[config.mk]
export PLATFORM = sky130hd
export DESIGN_NAME = debounce_array_flat
export DESIGN_NICKNAME = d
export VERILOG_FILES = /design/src/rtl/debounce_pkg.sv /design/src/rtl/debounce_array_if.sv /design/src/rtl/debounce_channel.sv /design/src/rtl/debounce_array.sv /design/src/flat_wrapper.sv
export SDC_FILE = /design/constraint.sdc
export NUM_CORES = 1
export LEC_CHECK = 0
export ABC_CLOCK_PERIOD_IN_PS = 6500
export CAP_MARGIN = 30
export CELL_PAD_IN_SITES_DETAIL_PLACEMENT = 0
export CELL_PAD_IN_SITES_GLOBAL_PLACEMENT = 1
export CORE_ASPECT_RATIO = 2
export CORE_MARGIN = 5
export CORE_UTILIZATION = 45
export CTS_CLUSTER_DIAMETER = 50
export DETAILED_ROUTE_END_ITERATION = 8
export PLACE_DENSITY = 0.91
export REMOVE_ABC_BUFFERS = 1
export SLEW_MARGIN = 20
export SYNTH_ARGS = -nofsm -noshare
export SYNTH_HDL_FRONTEND = slang
export SYNTH_SLANG_ARGS = --single-unit
[constraint.sdc]
create_clock -name clk -period 6.5 [get_ports clk]
set_clock_uncertainty 0.1 [all_clocks]
set_input_delay 0.975 -clock clk [delete_from_list [all_inputs] [get_ports clk]]
set_output_delay 0.975 -clock clk [all_outputs]
set_load 0.03 [all_outputs]
[src/rtl/debounce_pkg.sv]
// Shared types and helpers for the multi-channel button debouncer.
package debounce_pkg;

    // Per-channel debounce state. Level is high in S_HIGH and S_FALL_PEND.
    typedef enum logic [1:0] {
        S_LOW       = 2'd0,
        S_RISE_PEND = 2'd1,
        S_HIGH      = 2'd2,
        S_FALL_PEND = 2'd3
    } db_state_e;

    // Bits needed to hold values 0..max (at least one bit).
    function automatic int cnt_w(input int max);
        return (max < 1) ? 1 : $clog2(max + 1);
    endfunction

endpackage

[src/rtl/debounce_array_if.sv]
// Button inputs, conditioned outputs and per-channel debug state.
interface debounce_array_if #(
    parameter int N_CH = 4
);
    logic [N_CH-1:0]      i_btn;
    logic [N_CH-1:0]      o_level;
    logic [N_CH-1:0]      o_rise;
    logic [N_CH-1:0]      o_fall;
    logic [N_CH-1:0]      o_repeat;
    logic                 o_tick;
    logic [N_CH-1:0][1:0] dbg_state;

    // Front-panel side: drives the raw buttons, observes everything else.
    modport master (
        output i_btn,
        input  o_level, o_rise, o_fall, o_repeat, o_tick, dbg_state
    );

    // Debouncer side.
    modport slave (
        input  i_btn,
        output o_level, o_rise, o_fall, o_repeat, o_tick, dbg_state
    );
endinterface

[src/rtl/debounce_channel.sv]
// One button channel: synchroniser, stability FSM and auto-repeat counter.
// All decisions are taken only in tick cycles; outputs are registered.
module debounce_channel
    import debounce_pkg::*;
#(
    parameter int STABLE_CNT   = 8,
    parameter int REPEAT_DELAY = 0,
    parameter int REPEAT_RATE  = 1,
    parameter bit ACTIVE_LOW   = 1'b0
) (
    input  logic      clk,
    input  logic      reset,
    input  logic      tick_i,
    input  logic      btn_i,
    output logic      level_o,
    output logic      rise_o,
    output logic      fall_o,
    output logic      repeat_o,
    output db_state_e state_o
);
    localparam int CW   = cnt_w(STABLE_CNT);
    localparam int RMAX = (REPEAT_DELAY > REPEAT_RATE) ? REPEAT_DELAY : REPEAT_RATE;
    localparam int RW   = cnt_w(RMAX);

    logic          sync1_q, sync2_q;
    db_state_e     state_q, state_d;
    logic [CW-1:0] cnt_q, cnt_d, cnt_inc;
    logic [RW-1:0] rcnt_q, rcnt_d, rcnt_inc;
    logic          rphase_q, rphase_d;
    logic          level_q, level_d;
    logic          rise_q, rise_d;
    logic          fall_q, fall_d;
    logic          rep_q, rep_d;
    logic          s;
    logic          held;

    assign s        = sync2_q;
    assign held     = (state_q == S_HIGH) || (state_q == S_FALL_PEND);
    // Both counters saturate rather than wrap.
    assign cnt_inc  = (cnt_q == CW'(STABLE_CNT)) ? cnt_q : cnt_q + CW'(1);
    assign rcnt_inc = (rcnt_q == RW'(RMAX)) ? rcnt_q : rcnt_q + RW'(1);

    // Two-flop synchroniser; optional inversion sits before the first flop
    always_ff @(posedge clk) begin
        if (reset) begin
            sync1_q <= 1'b0;
            sync2_q <= 1'b0;
        end else begin
            sync1_q <= btn_i ^ ACTIVE_LOW;
            sync2_q <= sync1_q;
        end
    end

    // State register, counters and registered outputs
    always_ff @(posedge clk) begin
        if (reset) begin
            state_q  <= S_LOW;
            cnt_q    <= '0;
            rcnt_q   <= '0;
            rphase_q <= 1'b0;
            level_q  <= 1'b0;
            rise_q   <= 1'b0;
            fall_q   <= 1'b0;
            rep_q    <= 1'b0;
        end else begin
            state_q  <= state_d;
            cnt_q    <= cnt_d;
            rcnt_q   <= rcnt_d;
            rphase_q <= rphase_d;
            level_q  <= level_d;
            rise_q   <= rise_d;
            fall_q   <= fall_d;
            rep_q    <= rep_d;
        end
    end

    // Next state: count consecutive tick samples that disagree with the level
    always_comb begin
        state_d = state_q;
        cnt_d   = cnt_q;
        if (tick_i) begin
            unique case (state_q)
                S_LOW: begin
                    if (s) begin
                        if (STABLE_CNT == 1) begin
                            state_d = S_HIGH;
                        end else begin
                            state_d = S_RISE_PEND;
                            cnt_d   = CW'(1);
                        end
                    end
                end
                S_RISE_PEND: begin
                    if (!s) begin
                        state_d = S_LOW;
                        cnt_d   = '0;
                    end else if (cnt_inc == CW'(STABLE_CNT)) begin
                        state_d = S_HIGH;
                        cnt_d   = '0;
                    end else begin
                        cnt_d = cnt_inc;
                    end
                end
                S_HIGH: begin
                    if (!s) begin
                        if (STABLE_CNT == 1) begin
                            state_d = S_LOW;
                        end else begin
                            state_d = S_FALL_PEND;
                            cnt_d   = CW'(1);
                        end
                    end
                end
                S_FALL_PEND: begin
                    if (s) begin
                        state_d = S_HIGH;
                        cnt_d   = '0;
                    end else if (cnt_inc == CW'(STABLE_CNT)) begin
                        state_d = S_LOW;
                        cnt_d   = '0;
                    end else begin
                        cnt_d = cnt_inc;
                    end
                end
                default: begin
                    state_d = S_LOW;
                    cnt_d   = '0;
                end
            endcase
        end
    end

    // Outputs: edge pulses from state transitions, repeat from the held-tick counter
    always_comb begin
        level_d  = (state_d == S_HIGH) || (state_d == S_FALL_PEND);
        rise_d   = tick_i && !held && (state_d == S_HIGH);
        fall_d   = tick_i && held && (state_d == S_LOW);
        rep_d    = 1'b0;
        rcnt_d   = rcnt_q;
        rphase_d = rphase_q;
        if (rise_d) begin
            rcnt_d   = '0;
            rphase_d = 1'b0;
        end else if (tick_i && held && !fall_d && (REPEAT_DELAY != 0)) begin
            // First pulse after REPEAT_DELAY ticks, then every REPEAT_RATE ticks.
            if (rcnt_inc == (rphase_q ? RW'(REPEAT_RATE) : RW'(REPEAT_DELAY))) begin
                rep_d    = 1'b1;
                rcnt_d   = '0;
                rphase_d = 1'b1;
            end else begin
                rcnt_d = rcnt_inc;
            end
        end
    end

    assign level_o  = level_q;
    assign rise_o   = rise_q;
    assign fall_o   = fall_q;
    assign repeat_o = rep_q;
    assign state_o  = state_q;

endmodule

[src/rtl/debounce_array.sv]
// N-channel push-button conditioner: one shared tick prescaler (a clock
// enable, not a clock) feeding N independent debounce channels.
module debounce_array
    import debounce_pkg::*;
#(
    parameter int N_CH         = 4,
    parameter int TICK_DIV     = 100,
    parameter int STABLE_CNT   = 8,
    parameter int REPEAT_DELAY = 0,
    parameter int REPEAT_RATE  = 1,
    parameter bit ACTIVE_LOW   = 1'b0
) (
    input  logic             clk,
    input  logic             reset,
    debounce_array_if.slave  bus
);
    localparam int PW = cnt_w(TICK_DIV - 1);

    logic [PW-1:0]        presc_q, presc_d;
    logic                 tick_q, tick_d;
    logic [N_CH-1:0]      level_w, rise_w, fall_w, rep_w;
    db_state_e            state_w [N_CH];
    logic [N_CH-1:0][1:0] dbg_w;

    // Prescaler next value; tick is registered so it is high while the count is TICK_DIV-1
    always_comb begin
        presc_d = (presc_q == PW'(TICK_DIV - 1)) ? '0 : presc_q + PW'(1);
        tick_d  = (presc_d == PW'(TICK_DIV - 1));
    end

    // Prescaler registers
    always_ff @(posedge clk) begin
        if (reset) begin
            presc_q <= '0;
            tick_q  <= 1'b0;
        end else begin
            presc_q <= presc_d;
            tick_q  <= tick_d;
        end
    end

    for (genvar g = 0; g < N_CH; g++) begin : g_ch
        debounce_channel #(
            .STABLE_CNT   (STABLE_CNT),
            .REPEAT_DELAY (REPEAT_DELAY),
            .REPEAT_RATE  (REPEAT_RATE),
            .ACTIVE_LOW   (ACTIVE_LOW)
        ) u_ch (
            .clk      (clk),
            .reset    (reset),
            .tick_i   (tick_q),
            .btn_i    (bus.i_btn[g]),
            .level_o  (level_w[g]),
            .rise_o   (rise_w[g]),
            .fall_o   (fall_w[g]),
            .repeat_o (rep_w[g]),
            .state_o  (state_w[g])
        );
    end

    // Collect per-channel FSM states for observation
    always_comb begin
        for (int i = 0; i < N_CH; i++) begin
            dbg_w[i] = state_w[i];
        end
    end

    assign bus.o_level   = level_w;
    assign bus.o_rise    = rise_w;
    assign bus.o_fall    = fall_w;
    assign bus.o_repeat  = rep_w;
    assign bus.o_tick    = tick_q;
    assign bus.dbg_state = dbg_w;

endmodule

[src/flat_wrapper.sv]
// flat-port wrapper written by rule: the top's interface ports become plain ports
module debounce_array_flat import debounce_pkg::*;
#(
    parameter int N_CH         = 4,
    parameter int TICK_DIV     = 100,
    parameter int STABLE_CNT   = 8,
    parameter int REPEAT_DELAY = 0,
    parameter int REPEAT_RATE  = 1,
    parameter bit ACTIVE_LOW   = 1'b0
)
  (clk, reset, bus_i_btn, bus_o_level, bus_o_rise, bus_o_fall, bus_o_repeat, bus_o_tick, bus_dbg_state);
  debounce_array_if #(.N_CH(N_CH)) bus_i ();
  input  logic clk;
  input  logic reset;
  input wire logic [$bits(bus_i.i_btn)-1:0] bus_i_btn;
  output wire logic [$bits(bus_i.o_level)-1:0] bus_o_level;
  output wire logic [$bits(bus_i.o_rise)-1:0] bus_o_rise;
  output wire logic [$bits(bus_i.o_fall)-1:0] bus_o_fall;
  output wire logic [$bits(bus_i.o_repeat)-1:0] bus_o_repeat;
  output wire logic [$bits(bus_i.o_tick)-1:0] bus_o_tick;
  output wire logic [$bits(bus_i.dbg_state)-1:0] bus_dbg_state;
  assign bus_i.i_btn = bus_i_btn;
  assign bus_o_level = bus_i.o_level;
  assign bus_o_rise = bus_i.o_rise;
  assign bus_o_fall = bus_i.o_fall;
  assign bus_o_repeat = bus_i.o_repeat;
  assign bus_o_tick = bus_i.o_tick;
  assign bus_dbg_state = bus_i.dbg_state;
  debounce_array #(.N_CH(N_CH), .TICK_DIV(TICK_DIV), .STABLE_CNT(STABLE_CNT), .REPEAT_DELAY(REPEAT_DELAY), .REPEAT_RATE(REPEAT_RATE), .ACTIVE_LOW(ACTIVE_LOW)) u_core (.clk(clk), .reset(reset), .bus(bus_i));
endmodule
**Yosys cells after proc, flatten, opt, wreduce, memory -nomap -nowiden**

Cells that the tools add are included.

- Register bits: 52
- Bits in latches: 0
- Memory bits (writable): 0
- Bits in read-only memories: 0
- Bits of input ports: 6
- Output and inout port bits: 25
- Logic and storage cells: 174
- Memories: 0

- Add/sub/neg operators: 5
- $mul: 0
- Divide/modulo/power cells: 0
- $lt $le $gt $ge: 0
- Equality and inequality tests: 38
- Shifts and indexed selects: 0
- Muxes and demuxes: 61
- Bitwise operators: 0
- Reduce and logical (&&, ||, !) cells: 40

Operators by type and width:

| kind | count |
|---|---|
| $mux W4 | 24 |
| $pmux W4 S4 | 4 |
| $mux W2 | 28 |
| $eq A2 B2 Y1 const B | 16 |
| $eq A4 B4 Y1 const B | 8 |
| $pmux W2 S4 | 4 |
| $add A4 B1 Y4 const B | 4 |
| $logic_and A1 B1 Y1 | 16 |
| $logic_not A2 Y1 | 8 |
| $ne A2 B2 Y1 const B | 8 |
| $eq A7 B7 Y1 const B | 2 |
| $reduce_and A3 Y1 | 4 |
| $eq A2 B1 Y1 const B | 4 |
| $logic_or A1 B1 Y1 | 8 |
| $add A7 B1 Y7 const B | 1 |
| $mux W7 | 1 |
| $logic_not A1 Y1 | 4 |

**Depth between registers and ports, before layout**

- Word-level depth: 9
- Mapped depth: 8
- Depth with buffers taken out: 7

**Hierarchy**

Synthesis repeated with hierarchy kept, for this count alone.

- Cell total of the unflattened synthesis: 304
- Area total of the unflattened synthesis: 2904.0 um^2

Modules (own cells, without submodules):

| module | times used | cells each | area each (um^2) | sequential area each (um^2) |
|---|---|---|---|---|
| debounce_channel | 4 | 66 | 629.4 | 220.2 |
| debounce_array | 1 | 40 | 386.6 | 160.2 |

**Worst setup path after synthesis**

No wires, ideal clock.

- Kind: flip-flop to flip-flop
- Start point: reg u_core.g_ch[2].u_ch.cnt_q[0]
- End point: reg u_core.g_ch[2].u_ch.fall_q
- Setup time: 0.073 ns
- Arrival: 1.939 ns
- Required time: 6.327 ns
- Path slack: 4.389 ns
- Cell stages (with the launch flop): 8
- Buffers on the path: 0
- Clock period less this slack: 2.111 ns
- Cell sequence: dfxtp_1 -> inv_2 -> ha_1 -> nand2_1 -> or4b_4 -> a21o_1 -> or3_4 -> nor3b_2

- Cells in the longest elaborated chain, start to end: 9
- Elaborated cells on any way between the ends: 12
- Classes of those cells: add/sub: 1; eq/ne: 2; mux: 7; reduce/logical: 2

Ends and longest elaborated chain:

| item | RTL line | RTL |
|---|---|---|
| from (decl) | debounce_channel.sv:27 | `logic [CW-1:0] cnt_q, cnt_d, cnt_inc;` |
| from (signal assigned) | debounce_channel.sv:67 | `cnt_q <= cnt_d;` |
| $add A4 B1 Y4 / $eq A4 B4 Y1 (equally long branches) | debounce_channel.sv:40 | `assign cnt_inc = (cnt_q == CW'(STABLE_CNT)) ? cnt_q : cnt_q + CW'(1);` |
| $mux W4 * | debounce_channel.sv:40 |  |
| $eq A4 B4 Y1 * | debounce_channel.sv:97, debounce_channel.sv:118 |  |
| $mux W2, on equally long branches | debounce_channel.sv:118, debounce_channel.sv:97 |  |
| $mux W2, on equally long branches | debounce_channel.sv:115, debounce_channel.sv:94 |  |
| $pmux W2 S4 * | debounce_channel.sv:82 | `unique case (state_q)` |
| $mux W2 * | debounce_channel.sv:81 | `if (tick_i) begin` |
| $logic_not A2 Y1 * | debounce_channel.sv:137 | `fall_d = tick_i && held && (state_d == S_LOW);` |
| $logic_and A1 B1 Y1 * | debounce_channel.sv:137 |  |
| to (signal assigned) | debounce_channel.sv:72 | `fall_q <= fall_d;` |
| to (decl) | debounce_channel.sv:32 | `logic fall_q, fall_d;` |

Every way passes the cells marked *; elsewhere a longest branch is shown, timed or not.
A chain may end at the register's enable or synchronous reset.

**Worst setup path in the final report**

- Start point: reg u_core.tick_q, in the netlist u_core.bus.o_tick
- End point: out bus_o_tick

RTL lines:

| item | RTL line | RTL |
|---|---|---|
| from (decl) | debounce_array.sv:20 | `logic tick_q, tick_d;` |
| from (signal assigned) | debounce_array.sv:38 | `tick_q <= tick_d;` |
| to (decl) | flat_wrapper.sv:20 | `output wire logic [$bits(bus_i.o_tick)-1:0] bus_o_tick;` |

No word-level cell between the ends.

==> metrics.md <==
| Metric | Value |
|---|---|
| Largest family of logic cells by synthesized area | simple AND/OR/NAND/NOR gates |
| Worst endpoint required time | 5420 ps |
| Share of synthesized area spent on multiplexers | 0.01962 |
| Worst-case headroom to the max-slew limit | 0.4603 |
| Cell type with the highest aggregate area in the netlist | dfxtp_1 |
| Core Region | 5468 µm² |
| Critical path buffers and inverters | 1 |
| Synth Area in XOR/XNOR | 0.05150 |
| Area fraction in compound gates after synthesis | 0.1555 |
| Worst Max-Slew Pin Slew | 808.5 ps |
| Number of instances resized during post-cts repair | 0 |
| Critical path fanouts, max | 27 |
| Share of post-route cells with drive strength above 1 | 0.05629 |
| Number of warnings reported in the yosys synthesis log | 0 |
| Avg WL per Cell | 13.04 µm |
| Number of detailed-routing iterations run before antenna repair | 4 |
| Fraction of synthesized cell area taken by the top area cell type | 0.4080 |
| CP cell instances | clkdlybuf4s50_1 |
| Number of instances in the synthesized netlist | 290 |
| Count of inserted antenna diode cells | 0 |
| Top delay family on crit path | flip-flops |
| Initial detailed-routing violation count | 65 |
| Number of buffers inserted by hold repair at cts | 0 |
| Final count of negative-setup-slack endpoints | 0 |
| Net count reported at finish | 317 |
| Die boundary width | 63.24 µm |
| First-pass GRT wire length | 8211 µm |
| Detailed Place HPWL | 3527 µm |
| Total standard cell area after synthesis | 2551 µm² |
| Most frequent cells after synthesis | 52 x dfxtp_1, 31 x nor2_1, 19 x nand2_1, 16 x a21oi_1, 16 x buf_4 |
| HP Class | register to register |
| Startpoint types | register |
| Internal power summed over all cells | 0.0004561 W |
| Fraction of power spent switching nets | 0.2057 |
| Fraction of power consumed by sequential logic | 0.568 |
| Port buffer count | 26 |
| CTS clk-pin slew, worst paths | 90 ps |
| FILL cells | approximately 520 |
| Total power of the final layout | 0.0005743 W |
| Top-Level Pins | 31 |
| Routed vias | 1987 |
| Syn Area/Cell | 8.797 µm² |
| Worst hold slack across all endpoints | between 300 and 400 ps |
| Residual antenna-violating net count after detailed routing | 0 |
| Worst-skew pair later-pin latency | roughly 300 ps |
| Clock tree from TritonCTS | done |
| Vias per cell | between 5 and 6 |
| Number of antenna violations at the first check in global routing | 0 |
| Gr ovfl total | 0 |
| Area Overhead vs Synth | 12.46% |
| Vias in the first global route | between 1500 and 2000 |
| Critical path class | register to output pin |
| Routed met1 length | around 1800 µm |
| Critical path arrival | 1970 ps |
| Clock Tree Root | clkbuf_8 |
| Unrepaired setup endpoints after global routing | false |
| Post-Route Setup TNS | 0 ps |
| Largest incremental delay on the critical path | 860 ps |
| Max layer used | met4 |
| Leakage power | 0.9756 nW |
| DIE AREA | ~7400 µm² |
| Run status | finished, final reports clean |
| Routed WL | ~4700 µm |
| Largest net degree at the start of global routing | 44 |
| Final-report hold violation count | 0 |
| Met2 WL post-DR | 2580 µm |
| Part of the cycle the worst path needs | 0.4691 |
| Max-cap violations | 0 |
| Final number of max-transition violations | 0 |
| Largest vdd supply drop | 0.2151 mV |
| Placer congestion estimate | 0.8434 |
| Maximum count of clock buffers along a single path | 2 |
| Sequential fraction of the synthesis area | 0.4080 |
| Ys flop type | dfxtp_1 |
| Post-synthesis share of cell area spent on and, or, nand and nor gates | 0.2310 |
| Met3 Routed Length | 252 µm |
| Maximum operating frequency | 328.0 MHz |
| Number of enable flip-flop cells after synthesis | 0 |
| Total global-route track usage | 0.1369 |
| Post-CTS setup buffer count | 0 |
| Power density over the cells | 200.2 nW/µm² |
| Initial cell density of the core | 0.4666 |
| Synth unique cells | 49 |
| Residual DRC | 0 |
| Combinational power share | 0.035 |
| Synthesized-area fraction occupied by adder cells | 0.04904 |
| Leading cell types by total area after synthesis | dfxtp_1 41%, ha_1 4.9%, buf_4 4.7% |
| Total CTS buffers | 5 |
| Net load switching power | ~0.00012 W |
| Time the final worst path needs with I/O delays and setup | 3049 ps |
| Chip Height | 116.5 µm |
| Number of rows in the core area | 38 |
| Fraction of registers with async set/reset | 0 |
| Standard cell with the maximum stage delay on the critical path | dfxtp_1 |
| Clock sinks | 52 |
| Kind of end point of the critical path | output pin |
| Final core occ | 0.5247 |
| Number of register bits inferred by synthesis | 52 |
| Depth of the CTS H-tree | 2 |
| Clock Power Share | 0.398 |
| Cell with the most instances after synthesis | dfxtp_1 |
[cells by family (layout without fill, tap and decap cells)]
group                    after synthesis  in the layout
AO/OA/AOI/OAI                         57             57
XOR/XNOR                              15             15
adder cells (fa/ha/maj)               10             10
buffers and inverters                 41             50
flip-flops                            52             52
multiplexers                           5              5
other                                  1              4
AND/OR/NAND/NOR                      109            109
[metal layers]
metal | global-route usage | vias to the layer above
li1 | - | 1011
met1 | 0.1282 | 922
met2 | 0.2618 | 46
met3 | 0.03850 | 8
met4 | 0.07351 | 0
met5 | 0 | -
[final cells by class]
| cell class | instances | area [µm²] | share of cell area |
|---|---|---|---|
| timing repair buffer | 27 | 267.8 | 0.09333 |
| clock inverter | 2 | 38.79 | 0.01352 |
| clock buffer | 6 | 82.58 | 0.02878 |
| multi-input combinational | 200 | 1308 | 0.4557 |
| inverter | 15 | 56.30 | 0.01962 |
| tap | 60 | 75.07 | 0.02617 |
| sequential | 52 | 1041 | 0.3628 |
[flip-flops by register name, summed over array words and instances (netlist names)]
| signal | flops |
|---|---|
| u_core.bus.o_tick | 1 |
| u_core.g_ch.u_ch.cnt_q | 16 |
| u_core.g_ch.u_ch.fall_o | 4 |
| u_core.g_ch.u_ch.level_o | 4 |
| u_core.g_ch.u_ch.rise_o | 4 |
| u_core.g_ch.u_ch.s | 4 |
| u_core.g_ch.u_ch.state_o | 8 |
| u_core.g_ch.u_ch.sync1_q | 4 |
| u_core.presc_q | 7 |
[final timing paths]
kind                                      from                          end  slack (ps)  depth (start not counted)
hold / removal     u_core.g_ch[0].u_ch.sync1_q        u_core.g_ch[0].u_ch.s         340                          1
setup reg to reg  u_core.g_ch[0].u_ch.cnt_q[0]  u_core.g_ch[0].u_ch.level_o        4200                          7
hold reg to reg    u_core.g_ch[0].u_ch.sync1_q        u_core.g_ch[0].u_ch.s         340                          1
setup / recovery             u_core.bus.o_tick                   bus_o_tick        3450                          1
[cell usage in the layout, fill, tap and decap left out, drive strengths merged, types with 2 or more instances in the layout]
cell and instances:
a2111oi 4, a211oi 2, a21boi 2, a21o 3, a21oi 16, a22oi 5
a32oi 2, and3b 2, clkbuf 6, clkdlybuf4s50 26, conb 4, dfxtp 52
ha 10, inv 15, mux2i 5, nand2 19, nand3 14, nand3b 4
nand4 2, nor2 31, nor2b 11, nor3 4, nor3b 6, nor4 4
nor4b 3, o21ai 13, o31a 2, o31ai 2, or3 3, xnor2 8
xor2 7
[power by group through the flow]
| stage | Combinational [W] | Sequential, W | Clock [W] |
|---|---|---|---|
| 2_1_floorplan | 0.0000113 | 0.000333 | 0 |
| 3_3_place_gp | 0.0000196 | 0.000334 | 0 |
| 3_5_place_dp | 0.0000200 | 0.000334 | 0 |
| 4_1_cts | 0.0000200 | 0.000326 | 0.000235 |
| 5_1_grt | 0.0000219 | 0.000327 | 0.000251 |
| 6_report | 0.0000198 | 0.000326 | 0.000228 |
[metrics by stage]
stage / instances / area [µm²] / worst slack (ps)
after floorplan: 267 / 2405 / 4389
after global placement: 354 / 2748 / 3718
after detailed placement: 354 / 2748 / 3667
after CTS: 362 / 2869 / 3425
after global routing: 362 / 2869 / 3304
final: 362 / 2869 / 3451
(Power assumes the default switching activity.)
